==> config.mk <==
export PLATFORM = sky130hd
export DESIGN_NAME = mux_scan_n_1
export DESIGN_NICKNAME = d
export VERILOG_FILES = /design/src/rtl/mux_scan_n_1.sv
export SDC_FILE = /design/constraint.sdc
export NUM_CORES = 1
export LEC_CHECK = 0
export ABC_AREA = 1
export CAP_MARGIN = 5
export CELL_PAD_IN_SITES_DETAIL_PLACEMENT = 1
export CELL_PAD_IN_SITES_GLOBAL_PLACEMENT = 1
export CORE_MARGIN = 1
export CORE_UTILIZATION = 30
export DETAILED_ROUTE_END_ITERATION = 6
export MAX_ROUTING_LAYER = met4
export PLACE_DENSITY_LB_ADDON = 0.1
export SLEW_MARGIN = 30
export SYNTH_ARGS = -nofsm -noshare
export SYNTH_HDL_FRONTEND = slang
export SYNTH_SLANG_ARGS = --single-unit
==> constraint.sdc <==
create_clock -name clk -period 1.6 [get_ports clk]
set_input_delay 0.32 -clock clk [delete_from_list [all_inputs] [get_ports clk]]
set_output_delay 0.32 -clock clk [all_outputs]
set_load 0.05 [all_outputs]
==> src/rtl/mux_scan_n_1.sv <==
// ---------------------------------------------------------------------------
// mux_scan_n_1
//
// Registered N_CH-channel, W-bit multiplexer with two modes:
//   manual - the channel is taken from sel
//   scan   - an internal round-robin pointer visits every channel and holds
//            each one for DWELL cycles
// Every output word carries the index of the channel it came from.
//
// Ports:
//   clk      in   1          system clock, rising edge
//   rst_n    in   1          asynchronous reset, active low
//   en       in   1          block enable; low pauses the block (IDLE)
//   mode     in   1          0 = manual, 1 = scan
//   sel      in   SEL_W      manual channel select
//   din      in   N_CH*W     packed channels, channel k = din[k*W +: W]
//   y        out  W          registered selected data
//   y_ch     out  SEL_W      channel index belonging to y
//   y_valid  out  1          y / y_ch valid this cycle
//   wrap     out  1          one-cycle pulse on the first word after the
//                            scan pointer has returned from N_CH-1 to 0
// ---------------------------------------------------------------------------
module mux_scan_n_1 #(
  parameter int N_CH  = 4,
  parameter int W     = 8,
  parameter int DWELL = 4,
  localparam int SEL_W = (N_CH > 1) ? $clog2(N_CH) : 1
) (
  input  logic               clk,
  input  logic               rst_n,
  input  logic               en,
  input  logic               mode,
  input  logic [SEL_W-1:0]   sel,
  input  logic [N_CH*W-1:0]  din,
  output logic [W-1:0]       y,
  output logic [SEL_W-1:0]   y_ch,
  output logic               y_valid,
  output logic               wrap
);

  localparam int CNT_W = (DWELL > 1) ? $clog2(DWELL) : 1;

  typedef enum logic [1:0] {
    IDLE = 2'd0,
    MAN  = 2'd1,
    SCAN = 2'd2
  } state_t;

  state_t             state_reg, state_next;
  logic [SEL_W-1:0]   ptr_reg, ptr_next;
  logic [CNT_W-1:0]   cnt_reg, cnt_next;
  logic               pend_reg, pend_next;
  logic [W-1:0]       y_reg, y_next;
  logic [SEL_W-1:0]   ych_reg, ych_next;
  logic               yv_reg, yv_next;
  logic               wrap_reg, wrap_next;

  // Unpacked view of the channel bus.
  logic [W-1:0] ch_data [N_CH];

  generate
    for (genvar gi = 0; gi < N_CH; gi++) begin : g_unpack
      assign ch_data[gi] = din[gi*W +: W];
    end
  endgenerate

  // Effective scan position for this edge. Coming out of MAN the scan
  // restarts at channel 0 with a fresh dwell, and any wrap that was still
  // waiting to be reported belongs to the abandoned sweep, so drop it.
  logic [SEL_W-1:0] scan_ptr;
  logic [CNT_W-1:0] scan_cnt;
  logic             scan_pend;
  logic             sel_in_range;
  logic [W-1:0]     man_data;
  logic [W-1:0]     scan_data;

  always_comb begin
    scan_ptr  = ptr_reg;
    scan_cnt  = cnt_reg;
    scan_pend = pend_reg;
    if (state_reg == MAN) begin
      scan_ptr  = '0;
      scan_cnt  = '0;
      scan_pend = 1'b0;
    end
  end

  // sel can exceed N_CH-1 when N_CH is not a power of two; those codes
  // select nothing and produce zero data.
  always_comb begin
    sel_in_range = (int'(sel) < N_CH);
    man_data     = '0;
    scan_data    = '0;
    for (int k = 0; k < N_CH; k++) begin
      if (int'(sel) == k) begin
        man_data = ch_data[k];
      end
      if (int'(scan_ptr) == k) begin
        scan_data = ch_data[k];
      end
    end
  end

  // Next-state and output logic. The action taken on an edge is the one
  // of the state being entered, which gives one clock of latency from
  // en/mode/sel/din to y.
  always_comb begin
    state_next = state_reg;
    ptr_next   = ptr_reg;
    cnt_next   = cnt_reg;
    pend_next  = pend_reg;
    y_next     = y_reg;
    ych_next   = ych_reg;
    yv_next    = 1'b0;
    wrap_next  = 1'b0;

    if (!en) begin
      // Pause: data and index hold, scan position freezes.
      state_next = IDLE;
    end else if (!mode) begin
      state_next = MAN;
      ych_next   = sel;
      if (sel_in_range) begin
        y_next  = man_data;
        yv_next = 1'b1;
      end else begin
        y_next  = '0;
        yv_next = 1'b0;
      end
    end else begin
      state_next = SCAN;
      y_next     = scan_data;
      ych_next   = scan_ptr;
      yv_next    = 1'b1;
      // wrap is reported together with the first channel-0 word of the
      // new sweep, then cleared.
      wrap_next  = scan_pend;
      pend_next  = 1'b0;
      ptr_next   = scan_ptr;
      if (int'(scan_cnt) == DWELL - 1) begin
        cnt_next = '0;
        if (int'(scan_ptr) == N_CH - 1) begin
          ptr_next  = '0;
          pend_next = 1'b1;
        end else begin
          ptr_next = scan_ptr + 1'b1;
        end
      end else begin
        cnt_next = scan_cnt + 1'b1;
      end
    end
  end

  always_ff @(posedge clk or negedge rst_n) begin
    if (!rst_n) begin
      state_reg <= IDLE;
      ptr_reg   <= '0;
      cnt_reg   <= '0;
      pend_reg  <= 1'b0;
      y_reg     <= '0;
      ych_reg   <= '0;
      yv_reg    <= 1'b0;
      wrap_reg  <= 1'b0;
    end else begin
      state_reg <= state_next;
      ptr_reg   <= ptr_next;
      cnt_reg   <= cnt_next;
      pend_reg  <= pend_next;
      y_reg     <= y_next;
      ych_reg   <= ych_next;
      yv_reg    <= yv_next;
      wrap_reg  <= wrap_next;
    end
  end

  assign y       = y_reg;
  assign y_ch    = ych_reg;
  assign y_valid = yv_reg;
  assign wrap    = wrap_reg;

endmodule

* After elaboration in Yosys (flattened, before gate mapping)
Cells that the tools add are included.
Storage, ports and cells: flip-flop bits (word level) 19, input port bits 38, logic and storage cells 44
Cells by class: $add $sub $neg 2, equality and inequality tests 8, mux-type cells 23, reduce and logical (&&, ||, !) cells 3
Operator list (number):
- 8-bit two-way mux | 9
- 2-bit two-way mux | 8
- 2-bit by 1-bit == test with 1-bit output (second input constant) | 4
- 2-bit == test (second input constant) | 4
- 1-bit two-way mux | 6
- 2-bit by 1-bit adder with 2-bit output (second input constant) | 2
- 2-bit zero test | 2
- 2-bit AND reduction | 1

* Depth between registers and ports, before layout
Gate-level depths: netlist (run 1).
depth in word-level cells 8, depth in mapped cells 13, depth with buffers taken out 12

* Least setup slack after synthesis (run 1)
No wires, ideal clock.
path kind register -> register, from register state_reg[1], to register y_reg[0], in the netlist y[0], setup time 65 ps, arrival 1388 ps, data required time 1535 ps, setup slack 148 ps, cell stages (with the launch flop) 14, path buffers 1, clock period less this slack 1452 ps, path through dfrtp_1 -> inv_1 -> nand2_1 -> nand2_1 -> inv_1 -> ha_1 -> buf_2 -> inv_2 -> nand3_1 -> nand2_1 -> nand2_1 -> nand2_1 -> nand2_1 -> nand2_1
On the way: cells in the longest elaborated chain, start to end 8, elaborated cells between the ends (all ways) 11, classes of those cells eq/ne: 4; mux: 6; reduce/logical: 1
Ends and longest elaborated chain:
- from (decl) | RTL line 49 | state_t state_reg, state_next;
- from (signal assigned) | RTL line 165 | state_reg <= state_next;
- 2-bit by 1-bit == test with 1-bit output (*) | RTL line 81 | if (state_reg == MAN) begin
- 2-bit two-way mux (*) | RTL line 81
- 2-bit zero test | RTL line 98 | if (int'(scan_ptr) == k) begin
- 8-bit two-way mux (3 in a row) | RTL line 98
- 8-bit two-way mux (*) | RTL line 98
- 8-bit two-way mux (*) | RTL line 120 | end else if (!mode) begin
- to (signal assigned) | RTL line 169 | y_reg <= y_next;
- to (decl) | RTL line 53 | logic [W-1:0] y_reg, y_next;
Every way passes the cells marked *; elsewhere a longest branch is shown, timed or not. A chain may end at the register's enable or synchronous reset.

* Worst setup path in the final report (run 1)
Same ends and word-level chain as after synthesis.

==> results of run 1 <==
-- per-layer routing --
| metal | GRT usage, % | up-vias |
|---|---|---|
| met1 | 26.0 | 790 |
| met3 | 4.13 | 8 |
| li1 | - | 851 |
| met2 | 36.8 | 34 |
| met5 | - | - |
| met4 | 6.44 | 0 |
-- what timing repair did --
| item | 4_1_cts | 5_1_grt |
|---|---|---|
| setup endpoints to repair | 8 | 8 |
| resized for setup | 2 | 12 |
| pin swaps | 0 | 3 |
| setup buffers | 0 | 2 |
| endpoints found under the hold margin | 0 | 0 |
| gates cloned | 0 | 0 |
-- logic make-up (layout without fill, tap and decap cells) --
logic type,Yosys count,in the layout,share of synthesized area (%)
adders and majority gates,5,5,4.43
AOI/OAI and AO/OA,32,32,12.1
and+or+nand+nor,139,139,39.5
buffers and inverters,33,98,10.2
DFF,19,19,33.7
-- power breakdown --
part | internal (mW) | switching, mW | total [mW]
sequential | 0.588 | 0.0746 | 0.662
combinational | 0.662 | 0.889 | 1.55
clock | 0.176 | 0.190 | 0.366
total | 1.43 | 1.15 | 2.58
-- final timing paths --
kind                                    from         end  slack [ns]  cells past startpoint
worst max-delay path            state_reg[1]        y[0]        0.12                     10
worst max register to register  state_reg[1]        y[0]        0.12                     10
worst min register to register    cnt_reg[0]  cnt_reg[0]        0.50                      2
worst min-delay path                   rst_n        y[0]        0.38                      2
min in group clk                  cnt_reg[0]  cnt_reg[0]        0.50                      2
max in group asynchronous              rst_n        y[2]        0.99                      2
-- layout make-up --
class / instances / area, um^2 / area share, %
clock buffer: 3 / 41.3 / 1.87
clock inverter: 1 / 7.51 / 0.339
timing repair buffer: 70 / 693 / 31.3
multi-input combinational: 176 / 838 / 37.9
tap: 52 / 65.1 / 2.94
inverter: 24 / 92.6 / 4.18
sequential: 19 / 475 / 21.5
-- worst max-delay path: stages (launching register included) --
cell and delay, ns:
dfrtp_1 0.36, inv_1 0.06, nand2_2 0.09, nand2_2 0.08, inv_1 0.08, ha_2 0.21
buf_4 0.16, a21oi_1 0.15, nand2_1 0.07, nand2_1 0.07, nand2_1 0.05
-- through the flow --
stage                     worst slack [ns]  util (%)  cells
after floorplan                      0.148         -    228
after global placement             -0.0599      47.3    339
after detailed placement           -0.0943      47.3    339
after CTS                           0.0265      48.5    343
after global routing               -0.0153      49.8    345
final                                0.123      49.8    345
-- cell usage in the layout, fill, tap and decap left out, types with 2 or more instances in the layout --
master	instances
nand3_1	24
o21ai_1	5
nor2_1	42
ha_4	2
a21oi_1	15
inv_2	6
o221ai_1	2
dfrtp_1	19
inv_1	17
clkdlybuf4s50_1	37
clkbuf_8	3
ha_2	2
buf_4	27
nand2_1	67
nand2_2	3
o21ai_0	7
buf_12	6
==> flow_summary_export.csv, run 1 <==
group,metric,value,unit
job,max-cap-violations,0,
sta,actual_slew_at_the_worst_max_slew_pin,0.328,ns
detailed_routing,highest-signal-layer,"met4",
placement,gpl.final_weighted_congestion,0.862,
status,violations,"DRC",
power,peakVddDrop,0.000505,V
clock_tree,clk_path_buf_depth,2,
power,total_power,2.58,mW
synthesis,netlist.area_leader.share,33.7,%
final_layout,post_route_cells_drive_above_1_share,18.4,%
synthesis,number_of_cells_produced_by_synthesis,228,
final_layout,finish.instance_area,2210,um^2
synthesis,post_synthesis_instance_area,1410,um^2
sta,report.final.slew_viol_count,0,
synthesis,yosys_register_bits,19,
clock_tree,h-tree-depth,1,
synthesis,synth.most_common_cell,"nand2_1",
synthesis,yosys-top-cells-area,"dfrtp_1 34%, nand2_1 19%, nor2_1 11%",
power,power.density_cell_area,1170,nW/um^2
global_route,largest_net_degree_at_the_start_of_global_routing,20,
placement,numPortBuffers,49,
detailed_routing,routed-via-count,1683,
global_route,grt_pass1_wl,8.09,mm
floorplan,start_util,31.8,%
final_layout,filler_cell_count,577,
detailed_routing,dr_wl_met3,215,um
detailed_routing,drt-pass1-iter-count,6,
worst_setup_path,wp_data_required,1.77,ns
final_layout,flip_flop_count_of_the_largest_register_after_layout,8,
clock_tree,clock_tree_from_tritoncts,"built",
detailed_routing,drt-initial-drc-count,95,
synthesis,synth-main-ff-cell,"dfrtp_1",
synthesis,number_of_synthesized_flops_with_an_enable_pin,0,
detailed_routing,met1_length,2.21,mm
clock_tree,hold_buffers,0,
sta,final_min_period_over_clock_period,92.3,%
placement,post_dp_cell_area,2100,um^2
status,status,"finished, violations left",
clock_tree,clkLatencyLatePin,0.27,ns
sta,setup_tns,0,ns
detailed_routing,drt.antenna.violating_nets,0,
detailed_routing,route.detailed.wl_per_inst,14.4,um
global_route,grt_antenna_before_repair,0,
clock_tree,clkTransAtPathRegs,0.09,ns
detailed_routing,routed_wire_length,4.96,mm
placement,dpl.hpwl,3.73,mm
synthesis,netlist_top_cells_count,"70 x nand2_1, 42 x nor2_1, 24 x nand3_1, 19 x dfrtp_1, 19 x inv_1",
floorplan,die_y,70.6,um
synthesis,yosysTopAreaCell,"dfrtp_1",
sta,final.hold.worst_slack,0.376,ns
sta,slew_headroom,78.1,%
synthesis,synth-seq-area-share,33.7,%
power,p_leak,1.12,nW
detailed_routing,post-route-drc-count,10,
floorplan,placement_rows,24,
synthesis,synthArstFlopShare,100,%
global_route,first_global_vias,1758,
floorplan,core_area,4440,um^2
sta,timing_hold_violations_final,0,
worst_setup_path,timing.critical_path.from_type,"flop",
sta,final_period_minus_worst_setup_slack,1.48,ns
sta,finalSetupViolations,0,
detailed_routing,routed-wl-met2,2.45,mm
sta,finClkSkew,0.0134,ns
synthesis,synth.net_count,271,
synthesis,avgSynthCellArea,6.19,um^2
detailed_routing,avgViaCountPerCell,4.88,
worst_setup_path,worst_setup_path_class,"flop to flop",
global_route,global_route.overflow_total,0,
clock_tree,cts_num_sinks,19,
final_layout,areaGrowthSynthToFinish,56.8,%
floorplan,die_w,70.6,um
worst_setup_path,worstPathArrival,1.65,ns
final_layout,final_nets,337,
floorplan,boundaryPins,50,
sta,max_clock_freq,677,MHz
final_layout,antennaDiodeCount,0,
worst_setup_path,end_kind,"flop",
floorplan,fp.dieArea,4980,um^2
worst_setup_path,crit_fanout,6,
clock_tree,cts_buffers,3,
min_path,hold_class,"input pin to async pin",
synthesis,yosys_warnings,0,
global_route,grt_util_all_layers,21.6,%
synthesis,synth_cell_types,19,
clock_tree,clockRootBuffer,"clkbuf_8",
Note: power is estimated with default switching activity, not from simulation.
==> run 2: changes to the inputs <==
--- a/config.mk
+++ b/config.mk
@@ -10,8 +10,9 @@
 export CELL_PAD_IN_SITES_DETAIL_PLACEMENT = 1
 export CELL_PAD_IN_SITES_GLOBAL_PLACEMENT = 1
 export CORE_MARGIN = 1
-export CORE_UTILIZATION = 30
+export CORE_UTILIZATION = 42
 export DETAILED_ROUTE_END_ITERATION = 6
+export DONT_BUFFER_PORTS = 1
 export MAX_ROUTING_LAYER = met4
 export PLACE_DENSITY_LB_ADDON = 0.1
 export SLEW_MARGIN = 30
==> run 2 against run 1 <==
Net effect:
- worst hold slack got worse by 0.17 ns
- global-route usage up 6.5 points
- combinational power fell by 41%
- register-to-register slack is essentially flat
- clock power decreased by 27%
- via count shrank 12%
- sequential cell count unchanged
- the flow now finishes without violations
- maximum frequency is 0.97% lower
- critical path type unchanged
- critical path depth unchanged
- count of clock-buffer cells in the layout stayed put
- clock skew decreased by 0.0042 ns
- wire length down 10%
==> flow_summary_export.csv, run 2 (synthesized netlist as in run 1, its figures left out) <==
group,metric,value,unit
status,status,"complete, no violations",
sta,max_clock_freq,671,MHz
global_route,global_route.overflow_total,0,
worst_setup_path,crit_fanout,4,
floorplan,boundaryPins,50,
sta,final_period_minus_worst_setup_slack,1.49,ns
sta,slew_headroom,66.6,%
global_route,largest_net_degree_at_the_start_of_global_routing,20,
placement,gpl.final_weighted_congestion,0.927,
sta,report.final.slew_viol_count,0,
worst_setup_path,wp_data_required,1.81,ns
worst_setup_path,end_kind,"flop",
min_path,hold_class,"input pin to flop",
placement,dpl.hpwl,3.50,mm
global_route,grt_pass1_wl,7.16,mm
detailed_routing,routed-via-count,1481,
worst_setup_path,path_common_cell,"nand2_1",
final_layout,final_nets,279,
final_layout,post_route_cells_drive_above_1_share,13.2,%
final_layout,flip_flop_count_of_the_largest_register_after_layout,8,
worst_setup_path,cp-endpoint,"y[1]",
job,max-cap-violations,0,
worst_setup_path,critical_path.cell_chain,"inv_2 > nand2_4 > nand2_4 > inv_1 > ha_2 > buf_4 > a21oi_1 > nand2_1 > nand2_1 > nand2_1",
floorplan,core_area,3130,um^2
final_layout,mostFrequentLayoutCells,"67 x nand2_1, 42 x nor2_1, 24 x nand3_1, 19 x dfrtp_1, 17 x inv_1",
sta,finalWorstSetupSlack,0.109,ns
worst_setup_path,worstPathArrival,1.70,ns
sta,final_min_period_over_clock_period,93.2,%
clock_tree,cts_buffers,3,
detailed_routing,routed_wire_length,4.46,mm
power,p_leak,0.847,nW
detailed_routing,avgViaCountPerCell,5.31,
final_layout,filler_cell_count,433,
worst_setup_path,reg2regPathDepth,10,
clock_tree,clkLatencyLatePin,0.32,ns
placement,post_dp_cell_area,1470,um^2
final_layout,finish.instance_area,1610,um^2
power,peakVddDrop,0.000555,V
sta,final.hold.worst_slack,0.203,ns
final_layout,utilization,51.4,%
clock_tree,clk_path_buf_depth,2,
clock_tree,clockRootBuffer,"clkbuf_4",
placement,placement.setup.worst_slack,-0.0368,ns
floorplan,die_w,60.0,um
worst_setup_path,rr_endpoint,"y[1]",
sta,finalSetupViolations,0,
worst_setup_path,library_cell_contributing_the_largest_single_delay_on_the_critical_path,"dfrtp_1",
worst_setup_path,worstSetupStartpoint,"state_reg[1]",
global_route,grt_util_all_layers,28.1,%
sta,finClkSkew,0.00924,ns
detailed_routing,drt-initial-drc-count,84,
final_layout,antennaDiodeCount,0,
global_route,first_global_vias,1574,
floorplan,placement_rows,20,
sta,actual_slew_at_the_worst_max_slew_pin,0.501,ns
worst_setup_path,timing.critical_path.from_type,"flop",
worst_setup_path,critical_path.reg2reg.startpoint,"state_reg[1]",
clock_tree,h-tree-depth,1,
floorplan,start_util,45.1,%
worst_setup_path,regToRegSetupSlack,0.11,ns
sta,timing_hold_violations_final,0,
final_layout,seq_area,475,um^2
final_layout,multi_input_combinational_cell_area,858,um^2
placement,numPortBuffers,0,
power,power.density_cell_area,1310,nW/um^2
floorplan,fp.dieArea,3600,um^2
worst_setup_path,worst_path_largest_cell_delay,0.41,ns
detailed_routing,route.detailed.wl_per_inst,16.0,um
sta,grt_setup_unrepaired,"no",
global_route,grt_antenna_before_repair,0,
clock_tree,cts_num_sinks,19,
final_layout,areaGrowthSynthToFinish,13.8,%
detailed_routing,drt-pass1-iter-count,5,
detailed_routing,post-route-drc-count,0,
floorplan,die_y,60.0,um
final_layout,layout.cells.most_common,"nand2_1",
clock_tree,clkTransAtPathRegs,0.12,ns
detailed_routing,drt.antenna.violating_nets,0,
worst_setup_path,worst_setup_path_class,"flop to flop",
clock_tree,clock_tree_from_tritoncts,"built",
## run 2: cell types whose count changed in the layout (fill, tap and decap cells not counted), sizes merged
cell	previous run	this run
dlygate4sd3	0	2
buf	33	10
clkdlybuf4s50	37	0
## run 2: how the worst min path moves through the flow
stage,from,to,slack [ns],depth (start not counted)
floorplan,rst_n,cnt_reg[0],0.02,0
global placement,rst_n,y[0],0.02,0
detailed placement,rst_n,y[0],0.02,0
CTS,en,y_valid,0.005,0
global route,en,y_ch[1],0.20,3
finish,en,y[0],0.20,3
## run 2: area by class of cell
cell class | count | share of cell area (%)
sequential | 19 | 29.6
inverter | 24 | 5.92
tap | 44 | 3.43
multi-input combinational | 176 | 53.4
clock buffer | 3 | 1.40
clock inverter | 1 | 0.467
timing repair buffer | 12 | 5.76
## run 2: report_power, final
| part | total [mW] | internal, mW | switching (mW) |
|---|---|---|---|
| clock | 0.266 | 0.0955 | 0.170 |
| combinational | 0.919 | 0.373 | 0.545 |
| sequential | 0.917 | 0.583 | 0.335 |
| total | 2.10 | 1.05 | 1.05 |
## run 2: layer usage
layer  track usage, %  vias up  routed length, um
met5                -        -                  0
met3             6.28        7                235
li1                 -      729                  -
met1             31.8      708               1890
met4             6.31        0                 42
met2             50.2       37               2290
## run 2: through the flow
| step | setup TNS [ns] | instances | power, mW |
|---|---|---|---|
| after floorplan | 0 | 228 | 1.48 |
| after global placement | 0 | 270 | 1.65 |
| after detailed placement | -0.104 | 270 | 1.70 |
| after CTS | 0 | 277 | 2.03 |
| after global routing | 0 | 279 | 2.27 |
| final | 0 | 279 | 2.10 |
## run 2: what timing repair did
| item | in CTS | in global routing |
|---|---|---|
| buffers inserted | 2 | 0 |
| setup endpoints to repair | 8 | 8 |
| pin swaps | 1 | 2 |
| hold buffers | 1 | 2 |
| gates resized for setup | 5 | 13 |
| hold endpoints to repair | 19 | 20 |
## run 2: critical path, delay by kind of cell (launching register included)
| kind | cells | cell delay, ns |
|---|---|---|
| flip-flops | 1 | 0.41 |
| AND/OR/NAND/NOR | 5 | 0.34 |
| buffers and inverters | 3 | 0.32 |
| adder cells (fa/ha/maj) | 1 | 0.21 |
| AO/OA/AOI/OAI | 1 | 0.12 |
==> run 3: changes to the inputs <==
--- a/config.mk
+++ b/config.mk
@@ -7,14 +7,15 @@
 export LEC_CHECK = 0
 export ABC_AREA = 1
 export CAP_MARGIN = 5
-export CELL_PAD_IN_SITES_DETAIL_PLACEMENT = 1
-export CELL_PAD_IN_SITES_GLOBAL_PLACEMENT = 1
+export CELL_PAD_IN_SITES_DETAIL_PLACEMENT = 2
+export CELL_PAD_IN_SITES_GLOBAL_PLACEMENT = 2
 export CORE_MARGIN = 1
-export CORE_UTILIZATION = 42
+export CORE_UTILIZATION = 31
 export DETAILED_ROUTE_END_ITERATION = 6
 export DONT_BUFFER_PORTS = 1
 export MAX_ROUTING_LAYER = met4
 export PLACE_DENSITY_LB_ADDON = 0.1
+export SKIP_LAST_GASP = 1
 export SLEW_MARGIN = 30
 export SYNTH_ARGS = -nofsm -noshare
 export SYNTH_HDL_FRONTEND = slang
==> run 3 against run 2 <==
Net effect:
- critical path type unchanged
- global-route usage down 3.8 points
- clock skew down 0.0071 ns
- count of clock-buffer cells in the layout unchanged
- largest cell class unchanged
==> flow_summary_export.csv, run 3 (synthesized netlist as in run 1, its figures left out) <==
group,metric,value,unit
sta,grt_setup_unrepaired,"yes",
detailed_routing,drt-initial-drc-count,48,
worst_setup_path,critical_path.reg2reg.startpoint,"state_reg[0]",
floorplan,core_area,4350,um^2
placement,dpl.hpwl,4.03,mm
placement,gpl.final_weighted_congestion,0.814,
sta,finClkSkew,0.00219,ns
detailed_routing,avgViaCountPerCell,5.33,
worst_setup_path,reg2regPathDepth,9,
floorplan,boundaryPins,50,
global_route,first_global_vias,1787,
detailed_routing,routed_wire_length,5.40,mm
min_path,hold_class,"input pin to async pin",
placement,placement.setup.worst_slack,-0.00114,ns
floorplan,die_w,69.5,um
power,p_leak,0.848,nW
floorplan,placement_rows,24,
sta,finalWorstSetupSlack,0.0785,ns
final_layout,finish.instance_area,1620,um^2
final_layout,areaGrowthSynthToFinish,14.6,%
global_route,grt_antenna_before_repair,0,
global_route,largest_net_degree_at_the_start_of_global_routing,20,
sta,actual_slew_at_the_worst_max_slew_pin,0.500,ns
worst_setup_path,rr_endpoint,"y[6]",
clock_tree,clk_path_buf_depth,2,
global_route,grt_pass1_wl,8.91,mm
clock_tree,h-tree-depth,1,
clock_tree,clkTransAtPathRegs,0.08,ns
final_layout,layout.cells.most_common,"nand2_1",
sta,finalSetupViolations,0,
worst_setup_path,regToRegSetupSlack,0.08,ns
final_layout,filler_cell_count,547,
global_route,global_route.overflow_total,0,
floorplan,fp.dieArea,4830,um^2
sta,slew_headroom,66.6,%
final_layout,final_nets,277,
clock_tree,clkLatencyLatePin,0.26,ns
detailed_routing,drt.antenna.violating_nets,0,
detailed_routing,route.detailed.wl_per_inst,18.9,um
floorplan,start_util,32.4,%
job,max-cap-violations,0,
floorplan,die_y,69.5,um
worst_setup_path,end_kind,"flop",
final_layout,antennaDiodeCount,0,
clock_tree,clockRootBuffer,"clkbuf_8",
worst_setup_path,crit_fanout,4,
worst_setup_path,worst_setup_path_class,"flop to flop",
power,peakVddDrop,0.000514,V
final_layout,flip_flop_count_of_the_largest_register_after_layout,8,
placement,post_dp_cell_area,1480,um^2
worst_setup_path,worstPathArrival,1.68,ns
sta,report.final.slew_viol_count,0,
sta,timing_hold_violations_final,0,
detailed_routing,post-route-drc-count,0,
placement,numPortBuffers,0,
worst_setup_path,timing.critical_path.from_type,"flop",
clock_tree,cts_num_sinks,19,
sta,setup_tns,0,ns
sta,final_period_minus_worst_setup_slack,1.52,ns
clock_tree,clock_tree_from_tritoncts,"built",
final_layout,utilization,37.2,%
clock_tree,cts_buffers,3,
detailed_routing,routed-via-count,1520,
detailed_routing,drt-pass1-iter-count,4,
worst_setup_path,wp_data_required,1.75,ns
sta,max_clock_freq,657,MHz
final_layout,mostFrequentLayoutCells,"67 x nand2_1, 42 x nor2_1, 24 x nand3_1, 19 x dfrtp_1, 17 x inv_1",
global_route,grt_util_all_layers,24.3,%
final_layout,post_route_cells_drive_above_1_share,15.0,%
power,power.density_cell_area,1370,nW/um^2
status,status,"complete, no violations",
sta,final_min_period_over_clock_period,95.1,%
run 3: changes by cell type in the layout (fill, tap and decap cells not counted):
cell           delta
a21oi_1           -4
clkbuf_8          +3
nand2_2           +2
clkbuf_4          -3
clkinvlp_4        -1
nand2_4           -2
clkinv_2          +1
dlygate4sd3_1     -2
a21oi_2           +4
o21ai_0           -1
o21ai_1           +1
run 3: per-stage QoR:
stage | hold slack (ns) | instances | power, mW
floorplan | 0.0244 | 228 | 1.48
global placement | 0.0248 | 278 | 1.67
detailed placement | 0.0251 | 278 | 1.72
CTS | 0.0694 | 283 | 2.13
global route | 0.0440 | 285 | 2.39
finish | 0.00240 | 285 | 2.22
run 3: power by group:
part           internal (mW)  total, mW  switching [mW]
Clock                  0.174      0.357           0.184
Sequential             0.583      0.918           0.335
Combinational          0.366      0.939           0.573
Total                   1.12       2.22            1.09
run 3: timing repair:
| action | CTS | global route |
|---|---|---|
| pin swaps | 0 | 2 |
| endpoints found under the hold margin | 19 | 0 |
| hold buffers | 1 | 0 |
| gates cloned | 0 | 0 |
| gates resized for setup | 3 | 18 |
| buffers inserted | 0 | 2 |
| endpoints found under the setup margin | 8 | 8 |
run 3: worst max-delay path, cell delays in order, from the launching register on:
cell	delay [ns]
dfrtp_1	0.38
nand2_2	0.11
nand2_2	0.08
buf_4	0.16
ha_2	0.20
buf_4	0.16
a21oi_2	0.13
nand2_1	0.08
nand2_1	0.06
nand2_1	0.05
run 3: final cells by class:
class                   count  area [um^2]  share of cell area, %
clock inverters             1         5.00                  0.309
multi-input cells         176          863                   53.4
flip-flops and latches     19          475                   29.4
well taps                  52         65.1                   4.02
inverters                  24         95.1                   5.88
clock buffers               3         41.3                   2.55
repair buffers             10         72.6                   4.49
run 3: layer usage:
metal  vias to the layer above  part of all wire [%]  global-route usage (%)
met5                         -                     0                       -
met4                         0                   1.6                    6.12
met3                        11                   4.3                    4.07
met2                        36                    53                    44.8
met1                       742                    41                    26.9
li1                        731                     -                       -
run 3: how the worst max path moves through the flow:
stage,from,end,cells past startpoint
after detailed placement,state_reg[1],y[5],10
after floorplan,state_reg[1],y[0],13
final,state_reg[0],y[6],9
after CTS,state_reg[0],y[1],9
after global routing,state_reg[1],y[3],10
after global placement,state_reg[0],y[4],10
